==> src/rtl/pad_share_ctrl_if.sv <==
// Bus between the pad-sharing controller and its surroundings: serial config
// pads, candidate core sources, and the pad drive / status outputs.
interface pad_share_ctrl_if #(
  parameter int PADS = 4
);
  logic                cfg_cs_n;
  logic                cfg_sck;
  logic                cfg_sdi;
  logic [4*PADS-1:0]   src_i;
  logic [PADS-1:0]     pad_o;
  logic [2*PADS-1:0]   sel_o;
  logic                busy_o;
  logic                cfg_err_o;

  modport master (
    output cfg_cs_n, cfg_sck, cfg_sdi, src_i,
    input  pad_o, sel_o, busy_o, cfg_err_o
  );

  modport slave (
    input  cfg_cs_n, cfg_sck, cfg_sdi, src_i,
    output pad_o, sel_o, busy_o, cfg_err_o
  );
endinterface

==> src/rtl/pad_share_ctrl.sv <==
// Shared output pad controller: serially loaded 2-bit-per-pad source selection,
// applied only after a guard interval during which every pad is held low.
module pad_share_ctrl #(
  parameter int PADS      = 4,
  parameter int GUARD_CYC = 4
) (
  input  logic              clk,
  input  logic              rst_n,
  pad_share_ctrl_if.slave   bus
);
  localparam int SW    = 2 * PADS;
  localparam int CNT_W = $clog2(SW + 2);
  localparam int GC_W  = $clog2(GUARD_CYC + 1);

  localparam logic [CNT_W-1:0] CNT_FULL = CNT_W'(SW);
  localparam logic [CNT_W-1:0] CNT_SAT  = CNT_W'(SW + 1);
  localparam logic [CNT_W-1:0] CNT_ONE  = CNT_W'(1);
  localparam logic [GC_W-1:0]  GC_LOAD  = GC_W'(GUARD_CYC);
  localparam logic [GC_W-1:0]  GC_ONE   = GC_W'(1);

  typedef enum logic [1:0] {
    ST_IDLE  = 2'd0,
    ST_SHIFT = 2'd1,
    ST_GUARD = 2'd2
  } state_t;

  // Pad inputs are asynchronous: two sync flops, then one more for edge detect.
  logic [1:0] cs_sync_q;
  logic [1:0] sck_sync_q;
  logic [1:0] sdi_sync_q;
  logic       cs_prev_q;
  logic       sck_prev_q;

  always_ff @(posedge clk or negedge rst_n) begin
    if (!rst_n) begin
      cs_sync_q  <= 2'b11;
      sck_sync_q <= 2'b00;
      sdi_sync_q <= 2'b00;
      cs_prev_q  <= 1'b1;
      sck_prev_q <= 1'b0;
    end else begin
      cs_sync_q  <= {cs_sync_q[0],  bus.cfg_cs_n};
      sck_sync_q <= {sck_sync_q[0], bus.cfg_sck};
      sdi_sync_q <= {sdi_sync_q[0], bus.cfg_sdi};
      cs_prev_q  <= cs_sync_q[1];
      sck_prev_q <= sck_sync_q[1];
    end
  end

  logic cs_n_s;
  logic sck_s;
  logic sdi_s;
  logic cs_rise;
  logic cs_fall;
  logic sck_rise;

  assign cs_n_s   = cs_sync_q[1];
  assign sck_s    = sck_sync_q[1];
  assign sdi_s    = sdi_sync_q[1];
  assign cs_rise  = cs_n_s & ~cs_prev_q;
  assign cs_fall  = ~cs_n_s & cs_prev_q;
  assign sck_rise = sck_s & ~sck_prev_q;

  state_t            state_q,   state_d;
  logic [CNT_W-1:0]  bit_cnt_q, bit_cnt_d;
  logic [SW-1:0]     shadow_q,  shadow_d;
  logic [GC_W-1:0]   guard_q,   guard_d;
  logic [SW-1:0]     sel_q,     sel_d;
  logic              err_q,     err_d;
  logic [PADS-1:0]   pad_q,     pad_d;

  // Per-pad 4:1 source mux driven by the applied selection.
  logic [PADS-1:0] pad_mux;

  for (genvar gi = 0; gi < PADS; gi++) begin : g_mux
    logic [3:0] cand;
    assign cand        = bus.src_i[gi*4 +: 4];
    assign pad_mux[gi] = cand[sel_q[2*gi +: 2]];
  end

  always_ff @(posedge clk or negedge rst_n) begin
    if (!rst_n) begin
      state_q   <= ST_IDLE;
      bit_cnt_q <= '0;
      shadow_q  <= '0;
      guard_q   <= '0;
      sel_q     <= '0;
      err_q     <= 1'b0;
      pad_q     <= '0;
    end else begin
      state_q   <= state_d;
      bit_cnt_q <= bit_cnt_d;
      shadow_q  <= shadow_d;
      guard_q   <= guard_d;
      sel_q     <= sel_d;
      err_q     <= err_d;
      pad_q     <= pad_d;
    end
  end

  always_comb begin
    state_d   = state_q;
    bit_cnt_d = bit_cnt_q;
    shadow_d  = shadow_q;
    guard_d   = guard_q;
    sel_d     = sel_q;
    err_d     = err_q;
    pad_d     = pad_mux;

    case (state_q)
      ST_IDLE: begin
        if (cs_fall) begin
          bit_cnt_d = '0;
          shadow_d  = '0;
          state_d   = ST_SHIFT;
        end
      end

      ST_SHIFT: begin
        // Frame end wins over a coincident sck edge.
        if (cs_rise) begin
          state_d = ST_IDLE;
          if (bit_cnt_q != CNT_FULL) begin
            err_d = 1'b1;
          end else begin
            err_d = 1'b0;
            if (shadow_q != sel_q) begin
              guard_d = GC_LOAD;
              state_d = ST_GUARD;
            end
          end
        end else if (sck_rise) begin
          shadow_d = {shadow_q[SW-2:0], sdi_s};
          if (bit_cnt_q != CNT_SAT) begin
            bit_cnt_d = bit_cnt_q + CNT_ONE;
          end
        end
      end

      ST_GUARD: begin
        // All pads low; frame starts seen here are deliberately dropped.
        pad_d   = '0;
        guard_d = guard_q - GC_ONE;
        if (guard_q == GC_ONE) begin
          sel_d   = shadow_q;
          state_d = ST_IDLE;
        end
      end

      default: begin
        state_d = ST_IDLE;
      end
    endcase
  end

  assign bus.pad_o     = pad_q;
  assign bus.sel_o     = sel_q;
  assign bus.busy_o    = (state_q == ST_GUARD);
  assign bus.cfg_err_o = err_q;

endmodule

==> src/flat_wrapper.sv <==
// flat-port wrapper written by rule: the top's interface ports become plain ports
module pad_share_ctrl_flat 
#(
  parameter int PADS      = 4,
  parameter int GUARD_CYC = 4
)
  (clk, rst_n, bus_cfg_cs_n, bus_cfg_sck, bus_cfg_sdi, bus_src_i, bus_pad_o, bus_sel_o, bus_busy_o, bus_cfg_err_o);
  pad_share_ctrl_if #(.PADS(PADS)) bus_i ();
  input  logic clk;
  input  logic rst_n;
  input wire logic [$bits(bus_i.cfg_cs_n)-1:0] bus_cfg_cs_n;
  input wire logic [$bits(bus_i.cfg_sck)-1:0] bus_cfg_sck;
  input wire logic [$bits(bus_i.cfg_sdi)-1:0] bus_cfg_sdi;
  input wire logic [$bits(bus_i.src_i)-1:0] bus_src_i;
  output wire logic [$bits(bus_i.pad_o)-1:0] bus_pad_o;
  output wire logic [$bits(bus_i.sel_o)-1:0] bus_sel_o;
  output wire logic [$bits(bus_i.busy_o)-1:0] bus_busy_o;
  output wire logic [$bits(bus_i.cfg_err_o)-1:0] bus_cfg_err_o;
  assign bus_i.cfg_cs_n = bus_cfg_cs_n;
  assign bus_i.cfg_sck = bus_cfg_sck;
  assign bus_i.cfg_sdi = bus_cfg_sdi;
  assign bus_i.src_i = bus_src_i;
  assign bus_pad_o = bus_i.pad_o;
  assign bus_sel_o = bus_i.sel_o;
  assign bus_busy_o = bus_i.busy_o;
  assign bus_cfg_err_o = bus_i.cfg_err_o;
  pad_share_ctrl #(.PADS(PADS), .GUARD_CYC(GUARD_CYC)) u_core (.clk(clk), .rst_n(rst_n), .bus(bus_i));
endmodule
==> config.mk <==
export PLATFORM = sky130hd
export DESIGN_NAME = pad_share_ctrl_flat
export DESIGN_NICKNAME = d
export VERILOG_FILES = /design/src/rtl/pad_share_ctrl_if.sv /design/src/rtl/pad_share_ctrl.sv /design/src/flat_wrapper.sv
export SDC_FILE = /design/constraint.sdc
export NUM_CORES = 1
export LEC_CHECK = 0
export ABC_AREA = 1
export ABC_CLOCK_PERIOD_IN_PS = 1450
export CORE_MARGIN = 2
export CORE_UTILIZATION = 62
export CTS_BUF_LIST = sky130_fd_sc_hd__clkbuf_16
export CTS_CLUSTER_DIAMETER = 100
export DETAILED_ROUTE_END_ITERATION = 7
export DONT_BUFFER_PORTS = 1
export GPL_ROUTABILITY_DRIVEN = 0
export MAX_ROUTING_LAYER = met4
export PLACE_DENSITY = 0.85
export SYNTH_ARGS = -nofsm -noshare
export SYNTH_HDL_FRONTEND = slang
export SYNTH_SLANG_ARGS = --single-unit
==> constraint.sdc <==
create_clock -name clk -period 1.45 [get_ports clk]
set_input_delay 0.29 -clock clk [delete_from_list [all_inputs] [get_ports clk]]
set_output_delay 0.29 -clock clk [all_outputs]
set_load 0.02 [all_outputs]
; Yosys cells after proc, flatten, opt, wreduce, memory -nomap -nowiden
; Cells that the tools add are included.
[totals]
wordCells = 76
out_inout_bits = 14
input_bits = 21
reg_bits = 38
[op_classes]
eq_ne = 14
order_cmp = 4
mux = 29
addsub = 2
n_bitwise = 6
n_reduce_logical = 9
[op_table]
columns = operator, n
row1 = $mux W8, 3
row2 = $mux W4, 5
row3 = $pmux W8 S2, 1
row4 = $lt A2 B3 Y1 const B, 4
row5 = $ne A2 B1 Y1 const B, 6
row6 = $mux W2, 5
row7 = $mux W3, 3
row8 = $bmux W1 S2, 4
row9 = $ne A4 B4 Y1 const B, 2
row10 = $ne A8 B8 Y1, 1
row11 = $pmux W4 S2, 1
row12 = $reduce_and A4 Y1, 2
row13 = $pmux W2 S3, 1
row14 = $pmux W3 S2, 1
row15 = $mux W1, 5
row16 = $reduce_and A5 Y1, 1
row17 = $add A4 B1 Y4 const B, 1
row18 = $ne A2 B2 Y1 const B, 2
row19 = $reduce_and A2 Y1, 2
row20 = $reduce_bool A2 Y1, 2
row21 = $and A1 B1 Y1, 3
row22 = $eq A3 B1 Y1 const B, 1
row23 = $not A1 Y1, 3
row24 = $reduce_and A3 Y1, 1
row25 = 4 further kinds, 4

; Longest topological paths before layout
; Gate-level depths: netlist (run 1).
[depth]
ltp_word = 5
mapped_depth = 9
mapped_depth_nobuf = 9

; Worst setup path before layout (run 1)
; No wires, ideal clock.
[synth_path]
kind = reg2reg
startpoint = register u_core.guard_q[1]
endpoint = register u_core.sel_q[6], in the netlist u_core.bus.sel_o[6]
arrival_ps = 1152
path_stages_with_launch = 9
synth_period_minus_slack_ps = 1270
slack_ps = 180
n_path_buf = 1
setup_ps = 119
path_cell_list = dfrtp_1 inv_1 ha_1 inv_1 nor2_1 nand2_4 buf_6 nand2_1 o21ai_2
[synth_between]
elab_chain_cells = 2
[synth_rtl]
columns = item, line
row1 = from (decl), pad_share_ctrl.sv:67  ; logic [GC_W-1:0] guard_q, guard_d;
row2 = from (signal assigned), pad_share_ctrl.sv:94  ; guard_q <= guard_d;
row3 = $eq A3 B1 Y1, pad_share_ctrl.sv:144  ; if (guard_q == GC_ONE) begin
row4 = $reduce_and A2 Y1 (no source line), --
row5 = to (signal assigned), pad_share_ctrl.sv:95  ; sel_q <= sel_d;
row6 = to (decl), pad_share_ctrl.sv:68  ; logic [SW-1:0] sel_q, sel_d;
; No other way between the ends.
; A chain may end at the register's enable or synchronous reset.

; Worst setup path after layout (run 1)
[layout_path]
startpoint = register u_core.cs_sync_q[1]
endpoint = register u_core.shadow_q[2]
[layout_between]
elab_chain_cells = 4
elab_cells_between_ends = 6
cone_classes = eq/ne: 2 / bitwise: 3 / reduce/logical: 1
[layout_rtl]
columns = item, line
row1 = from (decl), pad_share_ctrl.sv:28  ; logic [1:0] cs_sync_q;
row2 = from (signal assigned), pad_share_ctrl.sv:42  ; cs_sync_q <= {cs_sync_q[0], bus.cfg_cs_n};
row3 = $not A1 Y1, pad_share_ctrl.sv:61  ; assign cs_fall = ~cs_n_s & cs_prev_q;
row4 = $and A1 B1 Y1, pad_share_ctrl.sv:61
row5 = $ne A2 B1 Y1 (no source line), --
row6 = $reduce_and A4 Y1 (no source line) *, --
row7 = to (signal assigned), pad_share_ctrl.sv:93  ; shadow_q <= shadow_d;
row8 = to (decl), pad_share_ctrl.sv:66  ; logic [SW-1:0] shadow_q, shadow_d;
; Mark *: on every way between the ends. The rest lies on a longest branch, timed or not.

==> impl_metrics.tcl, run 1 <==
set metrics [dict create \
    outcome "complete, no violations" \
    startpoint_type "register" \
    cts_root_buf "clkbuf_16" \
    final_cells 261 \
    synth_top_cell_area_share 0.467 \
    design_area_um2 2200 \
    r2r-end "u_core.shadow_q[2]" \
    grt_use_met2 0.421 \
    avgSynthCellArea_um2 9.16 \
    max_slew_margin 0.831 \
    cp_data_arrival_time_ns 1.61 \
    place.port_buffers 0 \
    clk_path_buf_depth 2 \
    drt-initial-drc-count 55 \
    cts.clk_slew.worst_paths_ns 0.06 \
    die-area_um2 3480 \
    powerDensity_nw_per_um2 1360 \
    crit_type "reg2reg" \
    synthArstFlopShare 1.00 \
    wl_per_cell_um 15.2 \
    syn_inst 205 \
    ys_ff_latch 38 \
    core_um2 2810 \
    htree_levels 2 \
    grt_start_max_net_pins 39 \
    total_power_uw 2990 \
    ys.flop_type "dfrtp_1" \
    fp-row-count 19 \
    mappedNetlistNets 231 \
    grtUsageMet3 0.0611 \
    gr-max-usage-layer "met2" \
    max_freq_mhz 690 \
    synth_top_cell_by_area "dfrtp_1" \
    drc 0 \
    final_nets 255 \
    die_width_um 59.0 \
    routed_wl_um 3960 \
    leakagePower_uw 0.00105 \
    via_count 1480 \
    antenna_found_initial 0 \
    netlist_area_um2 1880 \
    fin_tns_setup_ns 0 \
    drv_slew 0 \
    synth_cell_types 25 \
    reg2reg_from "u_core.cs_sync_q[1]" \
    cp.required_ns 1.61 \
    grt_util_all_layers 0.245 \
    skew_ns 0.00444 \
    grt_use_met1 0.262 \
    max_cap_viol_count 0 \
    worstSetupStartpoint "u_core.cs_sync_q[1]" \
    final_hold_viol_count 0 \
    clock-sinks 38 \
    hp-class "in2reg" \
    grt_pass1_vias 1467 \
    dr.pass1.iters 5 \
    synth_most_common_cell "nand2_1" \
    post_dp_cell_area_um2 1950 \
    overflow 0 \
    ir_worst_vdd_v 0.00110 \
    placedCellCount 243 \
    synth-edff-count 0 \
    worstSetupEndpointType "register" \
    period_needed_ns 1.45 \
    io_pins 35 \
    cts_tree "built" \
    fin_crit_sh 0.999 \
    hold-worst-slack_ns 0.0341 \
    dpl.hpwl_um 2670 \
    die_y_um 59.0 \
    ys_seq_area_frac 0.509 \
    areaGrowthSynthToFinish_pct 17.0 \
    grt_pass1_wl_um 6050 \
    max_slew.worst_pin.slew_ns 0.251 \
    cts_buffers 5 \
    initial_core_util 0.669 \
    clk_latency_ns 0.28 \
    r2r_cells 8 \
    synthTopCellsByCount "nand2_1 (44), dfrtp_1 (35), inv_1 (23), nor2_1 (22), o21ai_2 (16)" \
    setup_viol 0 \
    critical_path_peak_fanout 9 \
    critPathCapture "u_core.shadow_q[2]" \
    antenna_left 0 \
    r2r_slack_ns 0.002 \
    vias_per_cell 5.67 \
    synth_warnings 0 \
    antenna_cells 0 \
    drive_above_1_share 0.270 \
    ys_top_cells_by_area "dfrtp_1 (47%), nand2_1 (8.8%), o21ai_2 (7.5%)" \
]
-- sequential cells by signal, summed over array words and instances, names as in the netlist --
name	flops
u_core.sck_prev_q	1
u_core.sdi_sync_q	2
u_core.bus.pad_o	4
u_core.guard_q	3
u_core.state_q	2
u_core.sck_sync_q	2
u_core.cs_sync_q	2
u_core.bus.sel_o	8
u_core.shadow_q	8
u_core.bus.cfg_err_o	1
u_core.cs_prev_q	1
u_core.bit_cnt_q	4
-- worst min path at each step --
| stage | start | endpoint | slack (ns) | cells past startpoint |
|---|---|---|---|---|
| floorplan | rst_n | u_core.bit_cnt_q[0] | -0.006 | 0 |
| global placement | rst_n | u_core.guard_q[2] | -0.005 | 0 |
| detailed placement | rst_n | u_core.guard_q[2] | -0.005 | 0 |
| CTS | bus_cfg_cs_n | u_core.cs_sync_q[0] | 0.002 | 0 |
| global route | bus_cfg_sdi | u_core.sdi_sync_q[0] | 0.03 | 0 |
| finish | bus_cfg_sdi | u_core.sdi_sync_q[0] | 0.03 | 0 |
-- stage by stage --
step / worst slack (ns) / utilization
3_5_place_dp: -0.0670 / 0.697
6_report: 0.00163 / 0.783
2_1_floorplan: 0.180 / -
5_1_grt: -0.0121 / 0.783
4_1_cts: 0.00792 / 0.767
3_3_place_gp: 0.0626 / 0.697
-- placed cells by master, fill, tap and decap left out, types with 3 or more instances in the layout --
cell type | Yosys | routed
dfstp_2 | 3 | 3
nand3_1 | 12 | 12
xnor2_1 | 3 | 3
a21oi_1 | 5 | 5
nand3_2 | 3 | 3
clkbuf_16 | 0 | 5
dfrtp_1 | 35 | 33
ha_1 | 5 | 5
inv_1 | 23 | 23
o21ai_0 | 11 | 11
nor2_1 | 22 | 20
o21ai_2 | 16 | 16
nand2_2 | 3 | 3
inv_2 | 3 | 3
o21ai_1 | 3 | 3
nand2_1 | 44 | 44
buf_4 | 0 | 17
-- final cells by class --
class	count	area, µm²
Tap cell	31	38.8
Clock buffer	5	125
Clock inverter	3	16.3
Sequential cell	38	957
Fill cell	177	609
Inverter	26	97.6
Multi-Input combinational cell	138	793
Timing Repair Buffer	20	168
-- critical path: stages, from the launching register on --
cell     delay [ns]
dfstp_2        0.53
inv_1          0.07
nor2_2         0.13
nand2_2        0.10
nand2_4        0.10
nor2_8         0.06
buf_4          0.14
nand3_1        0.11
o21ai_2        0.08
-- power by group --
| group | internal [µW] | switching [µW] | leakage (µW) |
|---|---|---|---|
| clock | 627 | 413 | 0.0000672 |
| combinational | 241 | 378 | 0.000500 |
| sequential | 1190 | 145 | 0.000484 |
-- logic make-up after synthesis --
| kind of cell | share of synthesized area |
|---|---|
| DFF | 0.509 |
| AOI/OAI and AO/OA | 0.129 |
| buffers and inverters | 0.0713 |
| and+or+nand+nor | 0.234 |
| xor gates and xnor gates | 0.0233 |
| adders and majority gates | 0.0333 |
-- repair_timing --
| action | in CTS | in global routing |
|---|---|---|
| hold buffers | 2 | 1 |
| pin swaps | 2 | 1 |
| resized for setup | 1 | 3 |
| buffers inserted | 3 | 4 |
| gates cloned | 0 | 0 |
| endpoints found under the hold margin | 38 | 1 |
| setup endpoints to repair | 7 | 17 |
-- routing by layer --
layer	share of wire	vias up
li1	-	697
met4	0.026	0
met5	0	-
met3	0.063	12
met2	0.51	70
met1	0.40	701
Note: power is estimated with default switching activity, not from simulation.
==> inputs of run 2 (changes only) <==
Settings changed: PLACE_DENSITY 0.85 to 0.78.
==> run 2 against run 1 <==
Highest routed layer unchanged. Worst hold slack gained 0.0041 ns. Cell count down 1.5%. First-iteration DRC count up 3.6%.
==> impl_metrics.tcl, run 2 (synthesis results as in run 1) <==
set metrics [dict create \
    total_power_uw 2920 \
    leakagePower_uw 0.00104 \
    place.port_buffers 0 \
    critical_path_peak_fanout 3 \
    drive_above_1_share 0.248 \
    overflow 0 \
    drc 0 \
    antenna_cells 0 \
    drv_slew 0 \
    powerDensity_nw_per_um2 1340 \
    final_cell_mix "nand2_1 (44), dfrtp_1 (35), inv_1 (24), nor2_1 (19), o21ai_2 (16)" \
    dpl.hpwl_um 2410 \
    worstHoldPathCells 0 \
    top_layer "met4" \
    r2r_slack_ns 0.10 \
    skew_ns 0.00469 \
    drt-initial-drc-count 57 \
    antenna_left 0 \
    met2_length_um 1740 \
    cts_root_buf "clkbuf_16" \
    grt_start_max_net_pins 39 \
    placedCellCount 243 \
    met3WireLength_um 191 \
    startpoint_type "register" \
    fin_crit_sh 0.956 \
    worstSetupEndpointType "primary output" \
    fp-row-count 19 \
    areaGrowthSynthToFinish_pct 15.9 \
    max_slew.worst_pin.slew_ns 0.238 \
    final_nets 251 \
    clk_path_buf_depth 2 \
    wl_per_cell_um 13.6 \
    max_cap_viol_count 0 \
    final_hold_viol_count 0 \
    core_um2 2810 \
    hp-start "bus_cfg_sdi" \
    cp_data_arrival_time_ns 1.10 \
    dr.pass1.iters 4 \
    drt-met1-wl_um 1490 \
    cts_tree "built" \
    min_to "u_core.sdi_sync_q[0]" \
    die_y_um 59.0 \
    routed_wl_um 3500 \
    pre_cts_ws_ns -0.0242 \
    cts.clk_slew.worst_paths_ns 0.05 \
    max_freq_mhz 722 \
    r2r-end "u_core.shadow_q[2]" \
    hp-class "in2reg" \
    cp.required_ns 1.16 \
    grt_pass1_vias 1393 \
    clk_latency_ns 0.28 \
    outcome "complete, no violations" \
    rsz0062_at_grt "no" \
    setup_viol 0 \
    grt_util_all_layers 0.234 \
    r2r_cells 8 \
    final_cells 257 \
    htree_levels 2 \
    ir_worst_vdd_v 0.00106 \
    via_count 1402 \
    cts_buffers 5 \
    grt_pass1_wl_um 5720 \
    max_slew_margin 0.840 \
    die-area_um2 3480 \
    io_pins 35 \
    die_width_um 59.0 \
    clock-sinks 38 \
    fin_ws_ns 0.0641 \
    antenna_found_initial 0 \
    crit_type "reg2out" \
    vias_per_cell 5.46 \
    reg2reg_from "u_core.cs_sync_q[1]" \
    period_needed_ns 1.39 \
    layout_commonest_cell "nand2_1" \
    initial_core_util 0.669 \
]
[run 2: changes by cell type in the layout (fill, tap and decap cells not counted), sizes merged]
cell,before,now
buf,18,14
clkinvlp,1,0
inv,26,27
[run 2: what timing repair did]
| action | CTS | global route |
|---|---|---|
| endpoints found under the setup margin | 5 | 16 |
| pin swaps | 2 | 0 |
| hold buffers | 2 | 1 |
| hold endpoints to repair | 38 | 1 |
| gates resized for setup | 0 | 3 |
| setup buffers | 2 | 1 |
[run 2: final cells by class]
class	instances	area, µm²
Clock buffer	5	125
Clock inverter	3	12.5
Fill cell	182	631
Inverter	26	97.6
Multi-Input combinational cell	138	796
Sequential cell	38	955
Tap cell	31	38.8
Timing Repair Buffer	16	150
[run 2: worst max path at each step]
stage	from	slack, ns	depth (start not counted)	endpoint
6_report	u_core.state_q[0]	0.06	3	bus_busy_o
5_1_grt	u_core.cs_sync_q[1]	0.006	8	u_core.shadow_q[1]
3_5_place_dp	u_core.state_q[0]	-0.02	8	u_core.bit_cnt_q[0]
2_1_floorplan	u_core.guard_q[1]	0.18	8	u_core.bus.sel_o[6]
3_3_place_gp	u_core.cs_prev_q	0.06	7	u_core.bit_cnt_q[1]
4_1_cts	u_core.state_q[1]	0.06	3	bus_busy_o
[run 2: metal layers]
| metal | up-vias | track usage |
|---|---|---|
| met5 | - | - |
| met4 | 0 | 0.130 |
| met3 | 12 | 0.0546 |
| met2 | 51 | 0.371 |
| met1 | 650 | 0.276 |
| li1 | 689 | - |
[run 2: power by group]
part           total [µW]  switching (µW)  internal, µW
Sequential           1310             129          1180
Combinational         600             370           231
Clock                1010             390           620
Total                2920             889          2040
[run 2: stage by stage]
| step | instance area [µm²] | utilization | setup TNS [ns] | hold WS, ns |
|---|---|---|---|---|
| 2_1_floorplan | 1880 | - | 0 | -0.00559 |
| 3_5_place_dp | 1950 | 0.697 | -0.0537 | -0.00460 |
| 4_1_cts | 2150 | 0.766 | 0 | 0.00240 |
| 3_3_place_gp | 1950 | 0.697 | 0 | -0.00460 |
| 6_report | 2170 | 0.775 | 0 | 0.0382 |
| 5_1_grt | 2170 | 0.775 | 0 | 0.0268 |
[run 2: critical path, cell delays in order (launching register included)]
cell	delay [ns]
dfrtp_1	0.41
buf_4	0.16
nor2_4	0.10
buf_4	0.16
==> inputs of run 3 (changes only) <==
Settings changed: SETUP_SLACK_MARGIN set to 0.4.
==> run 3 against run 2 <==
The flow now finishes with violations (hold timing). Via count rose by 7.0%. Sequential share of layout area fell by 3.1 points. Sequential power barely moved. Highest routed layer unchanged.
==> impl_metrics.tcl, run 3 (synthesis results as in run 1) <==
set metrics [dict create \
    grt_start_max_net_pins 39 \
    routed_wl_um 4370 \
    clock-sinks 38 \
    pwr-share-clk 0.326 \
    grt_pass1_wl_um 6380 \
    max_freq_mhz 709 \
    fillers 147 \
    grt_util_all_layers 0.264 \
    startpoint_type "register" \
    vias_per_cell 5.75 \
    ir_worst_vdd_v 0.00112 \
    critical_path_peak_fanout 9 \
    wl_per_cell_um 16.8 \
    cp_data_arrival_time_ns 1.57 \
    rsz0062_at_grt "yes" \
    combPwrFrac 0.239 \
    max_cap_viol_count 0 \
    drive_above_1_share 0.452 \
    crit_type "reg2reg" \
    skew_ns 0.00354 \
    antenna_cells 0 \
    failed_checks "hold timing" \
    cts_root_buf "clkbuf_16" \
    setup_viol 0 \
    antenna_left 0 \
    drv_slew 0 \
    grt_pass1_vias 1423 \
    final_nets 255 \
    fin_tns_setup_ns 0 \
    powerDensity_nw_per_um2 1300 \
    via_count 1500 \
    die_width_um 59.0 \
    dr.pass1.iters 4 \
    total_power_uw 3070 \
    antenna_found_initial 0 \
    dpl.hpwl_um 2480 \
    fp-row-count 19 \
    outcome "complete, but fails checks" \
    final_hold_viol_count 38 \
    leakagePower_uw 0.00109 \
    hp-class "in2async" \
    die_y_um 59.0 \
    core_um2 2810 \
    drc 0 \
    max_slew_margin 0.840 \
    hold-worst-slack_ns -0.293 \
    overflow 0 \
    worstSetupEndpointType "register" \
    cts_buffers 5 \
    design_area_um2 2360 \
    fin_crit_sh 0.972 \
    io_pins 35 \
    final_cell_mix "nand2_1 (30), dfrtp_1 (27), nor2_1 (18), o21ai_2 (18), inv_1 (16)" \
    place.port_buffers 0 \
    initial_core_util 0.669 \
    clk_path_buf_depth 2 \
    cts.clk_slew.worst_paths_ns 0.05 \
    intPower_uw 2110 \
    clk_latency_ns 0.28 \
    drt-initial-drc-count 52 \
    cp.required_ns 1.61 \
    htree_levels 2 \
    die-area_um2 3480 \
    netSwitchingFraction 0.313 \
    cts_tree "built" \
    p_switching_uw 960 \
    layout_commonest_cell "nand2_1" \
    post_dp_cell_area_um2 1950 \
    period_needed_ns 1.41 \
    max_slew.worst_pin.slew_ns 0.238 \
    p_seq_frac 0.435 \
    areaGrowthSynthToFinish_pct 26.0 \
]
==> run 3: cell types whose count changed in the layout (fill, tap and decap cells not counted), moves of 3 or more <==
cell     delta
nand3_2     +7
inv_1       -8
o21ai_1     +3
o21ai_0     -5
dfrtp_1     -8
nand2_2    +12
nand2_1    -14
dfrtp_2     +8
nand2_4     +3
buf_6       +7
nand3_1     -7
inv_2       +8
==> run 3: routing by layer <==
metal,share of wire,global-route usage,vias up
met5,0,-,-
met2,0.50,0.402,68
met1,0.41,0.328,719
met4,0.032,0.130,0
met3,0.061,0.0677,17
li1,-,-,696
==> run 3: area by class of cell <==
type                       instances  area, µm²  area share
inverter                          26       97.6      0.0413
clock inverter                     3       12.5     0.00529
sequential                        38        965       0.408
clock buffer                       5        125      0.0529
tap                               31       38.8      0.0164
timing repair buffer              19        199      0.0841
multi-input combinational        139        927       0.392
==> run 3: path summary, 6_finish.rpt <==
check	from	end	slack (ns)	cells past startpoint
setup / recovery	u_core.cs_sync_q[1]	u_core.shadow_q[3]	0.04	8
hold / removal	rst_n	u_core.bus.sel_o[1]	-0.29	0
setup reg to reg	u_core.cs_sync_q[1]	u_core.shadow_q[3]	0.04	8
hold reg to reg	u_core.sck_sync_q[0]	u_core.sck_sync_q[1]	0.35	0
max in group asynchronous	rst_n	u_core.cs_sync_q[0]	1.57	0
min in group clk	bus_cfg_cs_n	u_core.cs_sync_q[0]	0.01	0
==> run 3: power by group through the flow <==
stage | Combinational, µW | Sequential, µW | Clock [µW]
2_1_floorplan | 455 | 1300 | 0
3_3_place_gp | 523 | 1320 | 0
3_5_place_dp | 538 | 1330 | 0
4_1_cts | 612 | 1320 | 1020
5_1_grt | 814 | 1350 | 1050
6_report | 733 | 1340 | 1000
==> run 3: stage by stage <==
stage                util  setup WS (ns)  instances
floorplan               -          0.205        205
global placement    0.696          0.131        238
detailed placement  0.696          0.105        238
CTS                 0.800          0.123        256
global route        0.843       -0.00408        261
finish              0.843         0.0404        261
==> run 3: critical path, cell delays in order (launching register included) <==
cell	delay [ns]
dfstp_2	0.53
inv_2	0.05
nor2_4	0.12
nand2_2	0.12
nand2_4	0.11
nor2_8	0.06
buf_12	0.14
nand3_1	0.10
o21ai_2	0.07
==> run 3: what timing repair did <==
action,in CTS,in global routing
buffers inserted,9,4
endpoints found under the setup margin,34,38
resized for setup,25,22
hold endpoints to repair,38,38
pin swaps,11,10
gates cloned,1,1
